--- config.mk ---
export PLATFORM = sky130hd
export DESIGN_NAME = mult16_arbiter
export DESIGN_NICKNAME = d
export VERILOG_FILES = /design/src/rtl/mult16_pkg.sv /design/src/rtl/mult16_arbiter_rr.sv /design/src/rtl/mult16_arbiter.sv
export SDC_FILE = /design/constraint.sdc
export NUM_CORES = 1
export LEC_CHECK = 0
export ABC_AREA = 1
export CAP_MARGIN = 20
export CORE_UTILIZATION = 45
export CTS_CLUSTER_DIAMETER = 40
export DETAILED_ROUTE_END_ITERATION = 16
export PLACE_DENSITY_LB_ADDON = 0.12
export SETUP_SLACK_MARGIN = 0.2
export SYNTH_ARGS = -nofsm -noshare
export SYNTH_HDL_FRONTEND = slang
export SYNTH_SLANG_ARGS = --single-unit
--- constraint.sdc ---
create_clock -name clk -period 6.3 [get_ports clk]
set_clock_uncertainty 0.05 [all_clocks]
set_input_delay 1.575 -clock clk [delete_from_list [all_inputs] [get_ports clk]]
set_output_delay 1.575 -clock clk [all_outputs]
set_load 0.02 [all_outputs]
--- src/rtl/mult16_pkg.sv ---
// Shared types for the mult16 sharing controller.
package mult16_pkg;

   localparam int OP_W = 16;
   localparam int P_W  = 32;

   typedef logic [OP_W-1:0] operand_t;
   typedef logic [P_W-1:0]  product_t;

   typedef enum logic [1:0] {
      IDLE,
      WAIT,
      RESP,
      DRAIN
   } mult16_arb_state_t;

endpackage

--- src/rtl/mult16_arbiter_rr.sv ---
// Combinational round-robin arbiter: first requester at or above ptr, with wrap.
module rr_arbiter #(
   parameter int N     = 4,
   parameter int IDX_W = (N > 1) ? $clog2(N) : 1
) (
   input  logic [N-1:0]     req,
   input  logic [IDX_W-1:0] ptr,
   output logic [N-1:0]     gnt,
   output logic [IDX_W-1:0] gnt_idx,
   output logic             any_gnt
);

   logic [IDX_W-1:0] idx;

   // Walk the requesters starting at ptr; the first hit wins.
   always_comb begin
      gnt     = '0;
      gnt_idx = '0;
      any_gnt = 1'b0;
      idx     = '0;
      for (int i = 0; i < N; i++) begin
         idx = IDX_W'((int'(ptr) + i) % N);
         if (!any_gnt && req[idx]) begin
            gnt[idx] = 1'b1;
            gnt_idx  = idx;
            any_gnt  = 1'b1;
         end
      end
   end

endmodule

--- src/rtl/mult16_arbiter.sv ---
// Shares one mult16 between N_REQ requesters: round-robin grant, level
// start/done handshake with the multiplier, one shared response port.
module mult16_arbiter
   import mult16_pkg::*;
#(
   parameter int N_REQ   = 4,
   parameter int ID_W    = $clog2(N_REQ),
   parameter int TIMEOUT = 16
) (
   input  logic                   clk,
   input  logic                   rst,
   input  logic [N_REQ-1:0]       req_valid,
   output logic [N_REQ-1:0]       req_ready,
   input  logic [N_REQ-1:0][15:0] req_a,
   input  logic [N_REQ-1:0][15:0] req_b,
   output logic                   rsp_valid,
   input  logic                   rsp_ready,
   output logic [ID_W-1:0]        rsp_id,
   output logic [31:0]            rsp_p,
   output logic                   rsp_err,
   output logic                   m_start,
   output logic [15:0]            m_a,
   output logic [15:0]            m_b,
   input  logic                   m_done,
   input  logic [31:0]            m_p,
   output logic                   busy
);

   localparam int CNT_W = $clog2(TIMEOUT + 1);

   mult16_arb_state_t state_q, state_d;
   logic              m_start_q, m_start_d;
   operand_t          m_a_q, m_a_d, m_b_q, m_b_d;
   logic [ID_W-1:0]   id_q, id_d, ptr_q, ptr_d;
   logic              rsp_valid_q, rsp_valid_d;
   product_t          rsp_p_q, rsp_p_d;
   logic              rsp_err_q, rsp_err_d;
   logic [CNT_W-1:0]  cnt_q, cnt_d;

   logic [N_REQ-1:0]  gnt;
   logic [ID_W-1:0]   gnt_idx;
   logic              any_gnt;

   rr_arbiter #(
      .N     (N_REQ),
      .IDX_W (ID_W)
   ) u_rr (
      .req     (req_valid),
      .ptr     (ptr_q),
      .gnt     (gnt),
      .gnt_idx (gnt_idx),
      .any_gnt (any_gnt)
   );

   // Grant is only offered while idle, so a request is taken the same cycle it is granted.
   assign req_ready = (state_q == IDLE) ? gnt : '0;
   assign busy      = (state_q != IDLE);
   assign m_start   = m_start_q;
   assign m_a       = m_a_q;
   assign m_b       = m_b_q;
   assign rsp_valid = rsp_valid_q;
   assign rsp_id    = id_q;
   assign rsp_p     = rsp_p_q;
   assign rsp_err   = rsp_err_q;

   // Next-state and datapath updates for the accept / wait / respond / drain cycle.
   always_comb begin
      state_d     = state_q;
      m_start_d   = m_start_q;
      m_a_d       = m_a_q;
      m_b_d       = m_b_q;
      id_d        = id_q;
      ptr_d       = ptr_q;
      rsp_valid_d = rsp_valid_q;
      rsp_p_d     = rsp_p_q;
      rsp_err_d   = rsp_err_q;
      cnt_d       = cnt_q;
      case (state_q)
         IDLE: begin
            if (any_gnt) begin
               m_a_d     = req_a[gnt_idx];
               m_b_d     = req_b[gnt_idx];
               id_d      = gnt_idx;
               m_start_d = 1'b1;
               ptr_d     = ID_W'((int'(gnt_idx) + 1) % N_REQ);
               cnt_d     = '0;
               state_d   = WAIT;
            end
         end
         WAIT: begin
            if (m_done) begin
               rsp_p_d     = m_p;
               m_start_d   = 1'b0;
               rsp_valid_d = 1'b1;
               rsp_err_d   = 1'b0;
               state_d     = RESP;
            end else if (cnt_q == CNT_W'(TIMEOUT - 1)) begin
               // Multiplier never answered: report an error with a zero product.
               rsp_p_d     = '0;
               m_start_d   = 1'b0;
               rsp_valid_d = 1'b1;
               rsp_err_d   = 1'b1;
               state_d     = RESP;
            end else begin
               cnt_d = cnt_q + CNT_W'(1);
            end
         end
         RESP: begin
            if (rsp_ready) begin
               rsp_valid_d = 1'b0;
               // A done still high (normal tail or a late one after timeout) must fall before the next start.
               state_d     = m_done ? DRAIN : IDLE;
            end
         end
         DRAIN: begin
            if (!m_done) state_d = IDLE;
         end
         default: state_d = IDLE;
      endcase
   end

   // State and output registers; reset aborts any operation in flight.
   always_ff @(posedge clk or negedge rst) begin
      if (!rst) begin
         state_q     <= IDLE;
         m_start_q   <= 1'b0;
         m_a_q       <= '0;
         m_b_q       <= '0;
         id_q        <= '0;
         ptr_q       <= '0;
         rsp_valid_q <= 1'b0;
         rsp_p_q     <= '0;
         rsp_err_q   <= 1'b0;
         cnt_q       <= '0;
      end else begin
         state_q     <= state_d;
         m_start_q   <= m_start_d;
         m_a_q       <= m_a_d;
         m_b_q       <= m_b_d;
         id_q        <= id_d;
         ptr_q       <= ptr_d;
         rsp_valid_q <= rsp_valid_d;
         rsp_p_q     <= rsp_p_d;
         rsp_err_q   <= rsp_err_d;
         cnt_q       <= cnt_d;
      end
   end

endmodule

Word level (Yosys, flattened, before mapping)
Index checks and enable logic that the tools add are counted.

Add/sub/neg operators: 5. Reductions and logical operators: 21. Mux-type cells: 55. Order comparisons: 9. Bitwise logic cells: 3. Equal/unequal tests: 10.

Operators with widths (count): 16-bit binary-select mux with 2-bit select (2); 32-bit two-way mux (2); 16-bit two-way mux (2); 2-bit two-way mux (10); 4-bit two-way mux (5); 1-bit two-way mux (19); 2-bit by 3-bit less-than comparator with 1-bit output (second input constant) (5); 5-bit two-way mux (3); 4-bit bitwise OR (3); 2-bit != test (second input constant) (5); 5-bit case mux with 2 select lines (1); 1-bit binary-select mux with 2-bit select (4); 1-bit demux with 2-bit select (4); 2-bit by 1-bit >= comparator with 1-bit output (second input constant) (4); 2-bit case mux with 4 select lines (1); 4-bit AND reduction (2); 2-bit nonzero test (4); 1-bit logical AND (7); 3-bit AND reduction (2); 5-bit by 1-bit adder with 5-bit output (second input constant) (1); 5-bit by 4-bit == test with 1-bit output (second input constant) (1); 2-bit by 1-bit adder with 2-bit output (second input constant) (2); 2-bit adder (second input constant) (2); 2-bit == test (second input constant) (2); 6 further kinds (10).

Output and inout port bits: 74. Bits in registers: 78. Word-level logic and storage cells: 113. Input port bits: 168.

Longest topological paths before layout
Word-level depth: 14. Depth in mapped cells: 17. Mapped depth without buffers: 14.

Modules after synthesis
From an unflattened synthesis, not the netlist that was laid out.

Cells, all modules: 672. Area, all modules: 4764.6 sq um.

Modules (own cells, without submodules): mult16_arbiter (instances 1, sequential area each 1951.9 sq um, area each 4324.1 sq um, cells an instance 598); rr_arbiter (instances 1, sequential area each 0.0 sq um, area each 440.4 sq um, cells an instance 74).

Worst setup path after synthesis
Ideal clock, no wire load.

Path kind: input port to output port. Start point: in req_valid[3]. End point: out req_ready[0]. Data arrival time: 2507 ps. Required time: 4675 ps. Path buffers: 0. Path slack: 2168 ps. Stages: 11. Path through: inv_1 nand2_1 nand3_1 nand2_4 inv_4 nand2_1 nor2_1 nand2_1 o2111ai_1 nand2_1 inv_1.

Cells in the longest elaborated chain, start to end: 13. Elaborated cells on any way between the ends: 25. Those cells by class: mux (16); bitwise (3); reduce/logical (6).

Ends and longest elaborated chain: from (decl) (RTL line mult16_arbiter.sv:12) `input logic [N_REQ-1:0] req_valid,`; 1-bit binary-select mux with 2-bit select (RTL line mult16_arbiter_rr.sv:23) `if (!any_gnt && req[idx]) begin`; 1-bit two-way mux (not written as such) (RTL line mult16_arbiter_rr.sv:23); 1-bit two-way mux (RTL line mult16_arbiter_rr.sv:23); 1-bit zero test (RTL line mult16_arbiter_rr.sv:23); 1-bit logical AND (RTL line mult16_arbiter_rr.sv:23); 1-bit two-way mux (RTL line mult16_arbiter_rr.sv:23); 1-bit zero test (RTL line mult16_arbiter_rr.sv:23); 1-bit logical AND (RTL line mult16_arbiter_rr.sv:23); 1-bit two-way mux (RTL line mult16_arbiter_rr.sv:23); 1-bit zero test (RTL line mult16_arbiter_rr.sv:23); 1-bit logical AND (RTL line mult16_arbiter_rr.sv:23); 4-bit two-way mux * (RTL line mult16_arbiter_rr.sv:23); 4-bit two-way mux * (RTL line mult16_arbiter.sv:56) `assign req_ready = (state_q == IDLE) ? gnt : '0;`; to (decl) (RTL line mult16_arbiter.sv:13) `output logic [N_REQ-1:0] req_ready,`.

Mark *: on every way between the ends. The rest lies on a longest branch, timed or not. The select of a mux whose other input is x is not followed.

Final worst setup path
Start point: in req_valid[2]. End point: out req_ready[3].

Same word-level chain as after synthesis.

==> results by stage <==
Clock tree:
- The maximum number of buffers from clock root to sink is 2.
- The H-tree was split into 3 levels.
- TritonCTS built the clock tree.
- Buffers added to address setup during post-CTS repair amount to 0.
- The clock transition at the registers of the reported paths is 50 ps.
- The post-CTS resize count is 0.
- CTS saw 78 sinks.
- The insertion delay to the later sink of the worst-skew pair is 330 ps.
- The root buffer cell chosen for the clock tree is clkbuf_16.
- TritonCTS created 9 clock buffers.
- Buffers inserted to repair hold after CTS numbered 0.

Logic synthesis:
- The per-instance average area after synthesis is 6.763 um2.
- The share of synthesized area in the top cell type comes to 0.3833.
- Counting flops and latches in the post-synthesis netlist gives 78.
- The post-synthesis adder-cell area fraction is 0.02457.
- The number of flops mapped to enable cells by yosys is 0.
- During synthesis, Yosys emitted a total of 0 warnings.
- Synthesis produced a netlist whose cell count is 753.
- The synthesized design spends more area on one cell type than any other, namely dfrtp_1.
- The compound-cell area share of the yosys netlist is 0.07838.
- By count the netlist is led by nand2_1, inv_1, nand3_1.
- When the netlist entered floorplanning its net count stood at 931.
- Of the total synthesized cell area, the portion taken by XOR and XNOR cells is 0.003440.
- The post-synthesis instance area is 5092 um2.
- For this run, the register share of the synthesized area comes to 0.3833.
- The most frequently used cell type in the post-synthesis netlist is nand2_1.
- Synthesis instantiated 31 different standard cells from the library.
- The fraction of registers with async set or reset after synthesis is 1.000.
- The main flop type after synthesis is dfrtp_1.
- By area, the combinational part of the netlist is dominated by simple AND/OR/NAND/NOR gates.
- The portion of netlist area occupied by mux cells is 0.
- By area the synthesized netlist is led by dfrtp_1, nand2_1, nand3_1.
- The area share of and/or/nand/nor cells after synthesis is 0.3504.

Layout:
- In the final layout, the share of cells above drive strength 1 is 0.04303.
- The antenna diode count is 0.
- Counting the fill cells in the layout gives 941.
- In the final design database the tool counted 1149 nets.
- The final core area utilization is 0.7181.
- The area added between synthesis and finish is 54.20%.

Timing:
- Hold is met by 426.4 ps.
- The post-route minimum period is 5309 ps.
- The final count of pins violating max slew is 0.
- Summed over all failing endpoints, the final setup total negative slack is 0 ps.
- The final clock period utilization by the worst path is 0.8427.
- Based on the critical path, the design can be clocked at up to 188.4 MHz.
- In this run the tightest slew margin relative to its limit is 0.3441.
- The total count of hold-check failures in the final report is 0.
- At the pin with the least slew margin, the transition time is 983.8 ps.
- Setup repair after global routing left no endpoint under its margin.
- The number of failing setup endpoints in the final timing report is 0.

Global routing:
- The global routing usage on met2 is 0.4595.
- For met3 alone, demand over resource in global routing was 0.07957.
- The number of antenna violations at the first check in global routing is 0.
- The total routing resource utilization after global routing is 0.2651.
- The number of global-route vias before repair came to 4975.
- The met1 demand-to-capacity share in global routing is 0.3153.
- Summed over all layers, the global routing overflow is 0.
- The first global-routing pass estimated 24130 um of wire.
- The global routing stage identified its most utilized layer as met2.
- The largest net degree at the start of global routing is 79.

Flow run:
- The number of max-capacitance violations reported is 0.

Placed design:
- The post-detailed-placement half-perimeter wirelength is 11180 um.
- Buffers placed on the I/O ports in this run total 241.
- At the end of routability-driven placement, the weighted congestion stood at 0.8306.

Critical path:
- The kind of cell with the highest combined delay on the critical path is buffers and inverters.
- The largest fanout of any net on the critical path is 6.
- The critical path capture point type is a primary output.
- For this design, the slowest cell found on the critical path is clkdlybuf4s50_1.
- Walking the worst path, the cells encountered are clkdlybuf4s50_1 > nand2_1 > nand3_1 > nand2_2 > nor2_2 > inv_1 > o21ai_0 > a21oi_1 > o21ai_0 > nand2_1 > inv_1 > clkdlybuf4s50_1.
- On the worst path, the slowest cell contributes a delay of 590 ps.
- The critical path is of the in2out type.
- The startpoint type of the worst setup path is a primary input.
- The beginning of the worst register-to-register path is ptr_q[0]$_DFFE_PN0P_.
- The sum of buffers and inverters on the critical path is 4.
- For the worst setup path, the data required time is 4680 ps.
- The arrival time at the worst endpoint is 3680 ps.
- The critical path starts at req_valid[2].

Route:
- The number of search-and-repair iterations in the first detailed-routing pass is 5.
- The detailed-route vias per instance is 4.870.
- The vias after detailed routing is 5435.
- The total wire length is 15600 um.
- For this block, the initial DRC count from the detailed router was 288.
- In the routed design, unresolved DRC markers number 0.
- The average wire per cell in the routed design is 13.97 um.
- The number of nets still failing antenna checks after routing is 0.

Pwr:
- The highest ir drop seen on vdd is 0.0004481 V.
- The power per unit of standard cell area is 575.3 nW/um2.
- In this run the static leakage power is 4.211 nW.

Floorplanning:
- The I/O pin count is 242.
- The die covers 11750 um2.
- The effective utilization at floorplan is 0.4657.
- The floorplan step defined a core boundary enclosing 10940 um2.
- The overall die height is 108.4 um.
- The x dimension of the die is 108.4 um.
- The number of standard-cell rows in the floorplan is 38.

Run status:
- The flow ran to the end, and the final reports show no timing, DRC or antenna violations.

Worst hold path:
- The worst hold path class is reg2reg.
- The worst hold path begins at m_b[6]$_DFFE_PN0P_.
==> final timing paths <==
| path | end | cells past startpoint | slack [ps] |
|---|---|---|---|
| min in group asynchronous | rsp_p[19]$_DFFE_PN0P_ | 1 | 1340 |
| min | m_b[6]$_DFFE_PN0P_ | 2 | 430 |
| min reg2reg | m_b[6]$_DFFE_PN0P_ | 2 | 430 |
| max in group asynchronous | m_b[4]$_DFFE_PN0P_ | 1 | 4210 |
| max reg2reg | ptr_q[1]$_DFFE_PN0P_ | 13 | 2780 |
| max | req_ready[3] | 12 | 990 |
==> tightest hold or removal path: cells and delay by family (launching register included) <==
family	cells	cell delay, ps
flip-flops	1	340
AND/OR/NAND/NOR	2	100
==> flip-flops by register name, summed over array words and instances, names as in the netlist <==
signal     flops
rsp_p         32
m_a           16
m_b           16
cnt_q          5
ptr_q          2
rsp_id         2
state_q        2
m_start        1
rsp_err        1
rsp_valid      1
==> metal layers <==
layer | up-vias | wire (um)
met2 | 213 | 7637
met4 | 0 | 284
met3 | 23 | 1410
met5 | - | 0
met1 | 2438 | 6264
li1 | 2761 | -
==> final cells by class <==
| class | count | area, um2 | share of cell area |
|---|---|---|---|
| repair buffers | 248 | 2482 | 0.3161 |
| multi-input cells | 479 | 2333 | 0.2972 |
| flip-flops and latches | 78 | 1952 | 0.2486 |
| inverters | 155 | 589.3 | 0.07505 |
| clock buffers | 9 | 225.2 | 0.02868 |
| well taps | 140 | 175.2 | 0.02231 |
| clock inverters | 7 | 95.09 | 0.01211 |
==> kinds of logic (layout without fill, tap and decap cells) <==
kind of cell / after synthesis / count (layout)
AOI/OAI and AO/OA: 53 / 53
xor gates and xnor gates: 2 / 2
adders and majority gates: 10 / 10
buffers and inverters: 196 / 419
DFF: 78 / 78
and+or+nand+nor: 414 / 414
==> placed cells by master (no fill, tap or decap), types with 3 or more instances in the layout <==
master,count
a21oi_1,6
a22o_1,32
buf_4,6
clkbuf_16,9
clkdlybuf4s50_1,240
dfrtp_1,78
ha_1,10
inv_1,150
inv_6,3
nand2_1,242
nand2_2,10
nand3_1,138
nor2_1,16
nor2_2,3
o21ai_0,9
==> report_power, final <==
part / internal, W / switching [W] / leakage [nW]
Combinational: 0.00118 / 0.00188 / 3.09
Sequential: 0.000748 / 0.000152 / 0.969
Clock: 0.000348 / 0.000209 / 0.156
==> per-stage QoR <==
step	cell area [um2]	std cells	setup WS, ps	power (W)
floorplan	5092	753	2168	0.003005
global placement	7497	1098	1056	0.003912
detailed placement	7517	1099	1018	0.003961
CTS	7838	1115	1015	0.004539
global route	7853	1116	806.7	0.004921
finish	7853	1116	990.8	0.004518
No activity file was read; power rests on OpenSTA's default activity.
